--- src/rtl/ex_mem_stage.sv ---
// Execute stage with the EX/MEM pipeline register. It covers operand forwarding,
// ALU control decode, the ALU, the branch target adder and the registered EX/MEM bundle.
module ex_mem_stage #(
   parameter int DATA_W = 32,
   parameter int REG_AW = 5
) (
   input  logic              clock,
   input  logic              reset,
   input  logic              stall,
   input  logic              flush,
   input  logic              valid_in,
   input  logic [1:0]        wb_in,
   input  logic [2:0]        mem_in,
   input  logic [1:0]        alu_op,
   input  logic              alu_src,
   input  logic              reg_dst,
   input  logic [DATA_W-1:0] pc_in,
   input  logic [DATA_W-1:0] reg1_in,
   input  logic [DATA_W-1:0] reg2_in,
   input  logic [DATA_W-1:0] offset_in,
   input  logic [REG_AW-1:0] rt_in,
   input  logic [REG_AW-1:0] rd_in,
   input  logic [1:0]        forward_a,
   input  logic [1:0]        forward_b,
   input  logic [DATA_W-1:0] wb_data,
   output logic [1:0]        wb_out,
   output logic [2:0]        mem_out,
   output logic [DATA_W-1:0] alu_result_out,
   output logic              zero_out,
   output logic [DATA_W-1:0] branch_target_out,
   output logic [DATA_W-1:0] store_data_out,
   output logic [REG_AW-1:0] dest_reg_out,
   output logic              valid_out
);

   typedef enum logic [2:0] {
      ALU_ADD,
      ALU_SUB,
      ALU_AND,
      ALU_OR,
      ALU_SLT
   } alu_ctrl_e;

   logic [1:0]        wb_q;
   logic [2:0]        mem_q;
   logic [DATA_W-1:0] alu_result_q;
   logic              zero_q;
   logic [DATA_W-1:0] branch_target_q;
   logic [DATA_W-1:0] store_data_q;
   logic [REG_AW-1:0] dest_reg_q;
   logic              valid_q;

   logic [1:0]        wb_d;
   logic [2:0]        mem_d;
   logic [DATA_W-1:0] alu_result_d;
   logic              zero_d;
   logic [DATA_W-1:0] branch_target_d;
   logic [DATA_W-1:0] store_data_d;
   logic [REG_AW-1:0] dest_reg_d;

   logic [DATA_W-1:0] operand_a;
   logic [DATA_W-1:0] fwd_b;
   logic [DATA_W-1:0] operand_b;
   alu_ctrl_e         alu_ctrl;

   // Code 10 feeds back the EX/MEM result, which a stall leaves untouched.
   always_comb begin
      operand_a = reg1_in;
      case (forward_a)
         2'b01:   operand_a = wb_data;
         2'b10:   operand_a = alu_result_q;
         default: operand_a = reg1_in;
      endcase
      fwd_b = reg2_in;
      case (forward_b)
         2'b01:   fwd_b = wb_data;
         2'b10:   fwd_b = alu_result_q;
         default: fwd_b = reg2_in;
      endcase
      operand_b = alu_src ? offset_in : fwd_b;
   end

   always_comb begin
      alu_ctrl = ALU_ADD;
      case (alu_op)
         2'b01: alu_ctrl = ALU_SUB;
         2'b10: begin
            case (offset_in[5:0])
               6'b100010: alu_ctrl = ALU_SUB;
               6'b100100: alu_ctrl = ALU_AND;
               6'b100101: alu_ctrl = ALU_OR;
               6'b101010: alu_ctrl = ALU_SLT;
               default:   alu_ctrl = ALU_ADD;
            endcase
         end
         default: alu_ctrl = ALU_ADD;
      endcase
   end

   always_comb begin
      alu_result_d = operand_a + operand_b;
      case (alu_ctrl)
         ALU_SUB: alu_result_d = operand_a - operand_b;
         ALU_AND: alu_result_d = operand_a & operand_b;
         ALU_OR:  alu_result_d = operand_a | operand_b;
         ALU_SLT: alu_result_d = {{(DATA_W-1){1'b0}}, ($signed(operand_a) < $signed(operand_b))};
         default: alu_result_d = operand_a + operand_b;
      endcase
      zero_d          = (alu_result_d == '0);
      branch_target_d = pc_in + {offset_in[DATA_W-3:0], 2'b00};
      store_data_d    = fwd_b;
      dest_reg_d      = reg_dst ? rd_in : rt_in;
      // A non-instruction must never write the register file or memory.
      wb_d            = valid_in ? wb_in : 2'b00;
      mem_d           = valid_in ? mem_in : 3'b000;
   end

   always_ff @(posedge clock) begin
      if (reset || flush) begin
         wb_q            <= '0;
         mem_q           <= '0;
         alu_result_q    <= '0;
         zero_q          <= 1'b0;
         branch_target_q <= '0;
         store_data_q    <= '0;
         dest_reg_q      <= '0;
         valid_q         <= 1'b0;
      end else if (!stall) begin
         wb_q            <= wb_d;
         mem_q           <= mem_d;
         alu_result_q    <= alu_result_d;
         zero_q          <= zero_d;
         branch_target_q <= branch_target_d;
         store_data_q    <= store_data_d;
         dest_reg_q      <= dest_reg_d;
         valid_q         <= valid_in;
      end
   end

   assign wb_out            = wb_q;
   assign mem_out           = mem_q;
   assign alu_result_out    = alu_result_q;
   assign zero_out          = zero_q;
   assign branch_target_out = branch_target_q;
   assign store_data_out    = store_data_q;
   assign dest_reg_out      = dest_reg_q;
   assign valid_out         = valid_q;

endmodule

--- config.mk ---
export PLATFORM = sky130hd
export DESIGN_NAME = ex_mem_stage
export DESIGN_NICKNAME = d
export VERILOG_FILES = /design/src/rtl/ex_mem_stage.sv
export SDC_FILE = /design/constraint.sdc
export NUM_CORES = 1
export LEC_CHECK = 0
export CORE_MARGIN = 4
export CORE_UTILIZATION = 56
export DETAILED_ROUTE_END_ITERATION = 7
export GPL_TIMING_DRIVEN = 0
export PLACE_DENSITY_LB_ADDON = 0.05
export SLEW_MARGIN = 20
export SYNTH_ARGS = -nofsm -noshare
export SYNTH_HDL_FRONTEND = slang
export SYNTH_SLANG_ARGS = --single-unit
export TNS_END_PERCENT = 10
--- constraint.sdc ---
create_clock -name clock -period 11.3 [get_ports clock]
set_input_delay 1.13 -clock clock [delete_from_list [all_inputs] [get_ports clock]]
set_output_delay 1.13 -clock clock [all_outputs]
set_load 0.01 [all_outputs]
==> qor.yml, run 1 <==
critPathMaxStageDelay_ns: 0.79
status: "complete, no violations"
drcViolationCount: 0
crit_buf_inv: 4
ys.flop_type: "dfxtp_1"
gr-total-overflow: 0
area_growth_pct: 29.4
cts_sinks: 108
drt_iter0_drc: 2674
p_leak_nw: 6.42
worst-setup-path-type: "in2reg"
cpMaxStageDelayCell: "a211oi_1"
setup_tns_ns: 0
core_area_um2: 21200
syn_avg_cell_area_um2: 7.04
hold_viol: 0
final_cell_mix: "292 x clkdlybuf4s50_1, 252 x nor2_1, 193 x a21oi_1"
die_area_um2: 24000
via_per_inst: 7.00
grt_pass1_wl_um: 86900
ys_seq_area_share_pct: 17.9
place_ws_ns: 4.06
drive_gt1_share_pct: 4.14
gp_congestion: 1.06
skew_ns: 0.00742
antenna_found_initial: 1
tightest_slew_ns: 0.960
path_clk_slew_ns: 0.08
crit_required_ns: 11.54
io_buffers: 292
detailed_place_hpwl_um: 46600
syn-num-nets: 2042
track_usage_pct: 46.0
yosysTopAreaCellShare_pct: 17.9
placed_area_um2: 15400
finalMaxSlewViolations: 0
drt-pass1-iter-count: 8
mostFrequentLayoutCell: "clkdlybuf4s50_1"
synth_area_leaders: "dfxtp_1 18%, ha_1 14%, a21oi_1 8.0%, nor2_1 7.8%, a22oi_1 4.6%"
cts.hold.buffers_added: 0
cp-end-kind: "flip-flop"
tritoncts: "yes"
stdcell_count: 2304
cp_cell_sequence: "clkdlybuf4s50_1 > inv_1 > ha_1 > clkbuf_1 > buf_1 > nor2_1 > a21oi_1 > o21ai_0 > ha_1 > nor2_1 > o311ai_0 > a21boi_1 > a211oi_1 > a21oi_1 > a311o_1 > a31o_1 > a32oi_1 > nor4_1 > nand4_1 > o31ai_2"
ys_types: 96
power_density_nw_per_um2: 106
crit_family: "compound AO/OA/AOI/OAI gates"
maxCapViolCount: 0
stdcell_area_um2: 15700
io_pins: 296
crit_path_max_fanout: 10
initial_utilization_pct: 57.2
fill_cells: 1587
clock_path_buffers: 2
synth-seq-cells: 108
fin_crit_ns: 7.25
post-route-period-util_pct: 64.1
final_antenna_net_count: 0
cts_root_buf: "clkbuf_16"
setup_viol: 0
vias: 16100
cts_setup_buffers: 0
synth_top_area_cell: "dfxtp_1"
first_global_vias: 15600
grt_max_degree: 20
wire_per_inst_um: 25.5
ys_warn_count: 0
final.setup.worst_slack_ns: 4.05
htree_levels: 3
cts_made_buffers: 9
num-nets-final: 2345
fmax_ghz: 0.138
clock_latency_ns: 0.36
die_h_um: 155
synth_area_um2: 12100
synthArstFlopShare_pct: 0
place_inst: 2287
fp.dieW_um: 155
synth-edff-count: 0
cp.arrival_ns: 7.48
relSlewSlack_pct: 35.3
worstSetupStartpointType: "input pin"
rows: 53
hold_path_class: "reg2reg"
synthCells: 1720
ir_drop_uv: 132
post_cts_resized: 0
rsz0062_at_grt: "no"
routed_wl_um: 58800
[cells by family (layout without fill, tap and decap cells)]
| logic type | count (synthesis) | count (layout) | share of synthesized area (%) |
|---|---|---|---|
| xor gates and xnor gates | 28 | 28 | 2.03 |
| and+or+nand+nor | 558 | 558 | 20.8 |
| AOI/OAI and AO/OA | 655 | 655 | 36.6 |
| DFF | 108 | 108 | 17.9 |
| adders and majority gates | 134 | 134 | 14.0 |
| muxes | 15 | 15 | 1.24 |
| buffers and inverters | 222 | 530 | 7.42 |
| other | 0 | 1 | 0 |
[flip-flops by register name, summed over array words and instances, names as in the netlist]
register / cells
store_data_out: 32
branch_target_out: 32
zero_out: 1
dest_reg_out: 5
wb_out: 2
mem_out: 3
alu_result_out: 32
valid_out: 1
[power by group]
group	switching, mW	total, mW	internal, mW
registers	0.0201	0.418	0.398
clock network	0.161	0.314	0.153
logic	0.578	0.924	0.346
total	0.760	1.66	0.897
[worst paths after layout]
kind,start,to,slack (ns),cells past startpoint
worst max-delay path,forward_b[0],zero_out,4.05,20
worst min-delay path,branch_target_out[19],branch_target_out[19],0.47,2
worst max register to register,alu_result_out[1],zero_out,6.04,16
worst min register to register,branch_target_out[19],branch_target_out[19],0.47,2
[worst min-delay path: stages (launching register included)]
cell     delay, ns
dfxtp_1       0.32
nand2_1       0.06
a21oi_1       0.05
[metal layers]
metal	vias up	share of wire, %	global-route usage, %
met1	7278	33	53.4
met5	-	0.014	0
met2	1523	44	73.4
met4	2	8.7	30.0
li1	6860	-	-
met3	460	15	13.9
[Yosys cell counts (8+ instances only)]
| cell type | instances |
|---|---|
| nor2_1 | 252 |
| a21oi_1 | 193 |
| nand2_1 | 141 |
| ha_1 | 131 |
| o21ai_0 | 109 |
| dfxtp_1 | 108 |
| inv_1 | 104 |
| clkbuf_1 | 79 |
| a22oi_1 | 74 |
| a21o_1 | 36 |
| nor3_1 | 36 |
| a211oi_1 | 34 |
| xnor2_1 | 20 |
| buf_2 | 19 |
| nand3_1 | 19 |
| o31ai_1 | 17 |
| nand4_1 | 16 |
| mux2i_1 | 15 |
| o211ai_1 | 15 |
| nor4_1 | 14 |
| o21a_1 | 14 |
| a31oi_1 | 13 |
| nand2b_1 | 13 |
| o21bai_1 | 13 |
| o211a_1 | 12 |
| o221ai_1 | 12 |
| and2_1 | 11 |
| a221o_1 | 10 |
| and3_1 | 10 |
| nor2b_1 | 10 |
| a22o_1 | 8 |
| buf_1 | 8 |
| xor2_1 | 8 |
[layout make-up]
cell class              count  area (µm²)  share of cell area (%)
multi-input cells        1390        9040                    57.8
clock inverters             7        58.8                   0.376
inverters                 108         405                    2.59
well taps                 275         344                    2.20
plain buffers             114         493                    3.15
repair buffers            292        2920                    18.7
diodes                      1        2.50                  0.0160
clock buffers               9         225                    1.44
flip-flops and latches    108        2160                    13.8
[metrics by stage]
stage	hold WS (ns)	total power [mW]	utilization, %
floorplan	0.486	0.970	-
global placement	0.449	1.28	72.7
global route	0.499	1.71	74.0
detailed placement	0.454	1.29	72.7
CTS	0.473	1.60	74.0
finish	0.472	1.66	74.0
Power figures use the tool's default switching activity.
==> run 2: changes to the inputs <==
Settings changed: CORE_UTILIZATION 56 to 47.
Clock period 11.3 ns to 6.3 ns, I/O delays scaled along.
==> run 2 against run 1 <==
Against the previous run:
- via count down 4.7%
- combinational power is 79% higher
- count of clock-buffer cells in the layout unchanged
- global-route usage down 7.2 points
- critical path depth decreased by 1
- first-iteration DRC count shrank 20%
==> qor.yml, run 2 (same netlist as run 1, synthesis figures left out) <==
crit_required_ns: 6.57  # -4.97 ns
routed_wl_um: 58300  # -0.87%
cp-end-kind: "flip-flop"
cts_root_buf: "clkbuf_16"
antenna_found_initial: 3  # +2
drt-pass1-iter-count: 6  # -2
final.setup.worst_slack_ns: 0.148  # -3.90 ns
cp_cell_sequence: "clkdlybuf4s50_1 > inv_1 > ha_1 > clkbuf_1 > clkbuf_1 > a21oi_1 > o21ai_1 > ha_1 > a211oi_1 > o211ai_2 > a41oi_1 > o21ai_0 > a221o_1 > a21oi_1 > and2_1 > nand4_1 > nor4_2 > nand4_1 > o31ai_2"
core_area_um2: 25300  # +19%
stdcell_count: 2358  # +2.3%
setup_viol: 0  # unchanged
cts_made_buffers: 9  # unchanged
grt_pass1_wl_um: 85900  # -1.1%
io_buffers: 292  # unchanged
utilization_pct: 62.5  # -11 points
relSlewSlack_pct: 34.5  # -0.81 points
cpMaxStageDelayCell: "o21ai_1"
holdWs_ns: 0.462  # -0.00960 ns
fp.dieW_um: 168  # +8.7%
post-route-period-util_pct: 97.7
htree_levels: 3  # unchanged
drt_iter0_drc: 2146  # -20%
area_growth_pct: 30.5
tightest_slew_ns: 0.973  # +0.0132 ns
final_cell_mix: "292 x clkdlybuf4s50_1, 252 x nor2_1, 193 x a21oi_1"
grt_max_degree: 20  # unchanged
clock_path_buffers: 2  # unchanged
hold_viol: 0  # unchanged
fin_crit_ns: 6.15
worstSetupStartpointType: "input pin"
via_per_inst: 6.52  # -6.9%
maxCapViolCount: 0  # unchanged
place_ws_ns: -0.483  # -4.54 ns
crit_path_max_fanout: 10  # unchanged
mostFrequentLayoutCell: "clkdlybuf4s50_1"
crit_buf_inv: 4  # unchanged
rsz0062_at_grt: "no"
final_antenna_net_count: 0  # unchanged
gr-total-overflow: 0  # unchanged
track_usage_pct: 38.8  # -7.2 points
crit_family: "compound AO/OA/AOI/OAI gates"
num-nets-final: 2345  # unchanged
status: "complete, no violations"
rows: 58  # +9.4%
p_leak_nw: 6.46  # +0.54%
path_clk_slew_ns: 0.08  # about the same
io_pins: 296  # unchanged
cp.arrival_ns: 6.42  # -1.06 ns
detailed_place_hpwl_um: 47600  # +2.1%
wire_per_inst_um: 24.7  # -3.1%
finalMaxSlewViolations: 0  # unchanged
ir_drop_uv: 173  # +31%
vias: 15400  # -4.7%
tritoncts: "yes"
initial_utilization_pct: 47.9  # -9.3 points
setup_tns_ns: 0  # unchanged
power_density_nw_per_um2: 190  # +79%
first_global_vias: 14900  # -4.9%
die_h_um: 168  # +8.7%
die_area_um2: 28400  # +18%
skew_ns: 0.00957  # +0.00215 ns
fill_cells: 2381  # +50%
cts_sinks: 108  # unchanged
worst-setup-path-type: "in2reg"
gp_congestion: 0.999  # -6.0%
drcViolationCount: 0  # unchanged
cts.hold.buffers_added: 0  # unchanged
place_inst: 2342  # +2.4%
drive_gt1_share_pct: 4.39  # +0.25 points
clock_latency_ns: 0.36  # about the same
critPathMaxStageDelay_ns: 0.51  # -0.28 ns
hold_path_class: "reg2reg"
fmax_ghz: 0.163
==> run 2: cell type report <==
cell class / count / area, µm² / area share [%]
clock inverters: 6 / 78.8 / 0.499
repair buffers: 292 / 2920 / 18.5
inverters: 108 / 405 / 2.57
diodes: 1 / 2.50 / 0.0158
well taps: 330 / 413 / 2.61
flip-flops and latches: 108 / 2160 / 13.7
multi-input cells: 1390 / 9090 / 57.6
clock buffers: 9 / 225 / 1.43
plain buffers: 114 / 494 / 3.13
==> run 2: final timing paths <==
path / cells after the start / from / to / slack (ns)
worst max-delay path: 19 / forward_b[0] / zero_out / 0.15
worst min-delay path: 2 / branch_target_out[6] / branch_target_out[6] / 0.46
worst max register to register: 15 / alu_result_out[1] / zero_out / 1.41
worst min register to register: 2 / branch_target_out[6] / branch_target_out[6] / 0.46
==> run 2: per-stage QoR <==
step	power, mW	cell area, µm²
global route	3.13	15800
finish	3.00	15800
floorplan	1.74	12100
CTS	2.93	15800
global placement	2.32	15400
detailed placement	2.33	15400
==> run 2: timing repair <==
action                                  CTS  global route
gates cloned                              0             0
endpoints found under the setup margin    1             3
buffers inserted                          0             0
resized for setup                         2             9
==> run 2: metal layers <==
| metal | track usage [%] | share of wire [%] |
|---|---|---|
| met2 | 63.8 | 45 |
| met3 | 8.55 | 12 |
| met5 | 0 | 0.045 |
| met1 | 47.9 | 38 |
| met4 | 19.7 | 5.9 |
==> run 2: power breakdown <==
group	internal, mW	switching [mW]
clock	0.316	0.284
combinational	0.624	1.03
sequential	0.715	0.0321
==> run 2: tightest hold or removal path, cell delays in order, from the launching register on <==
cell	delay [ns]
dfxtp_1	0.32
nand2_1	0.06
a21oi_1	0.05
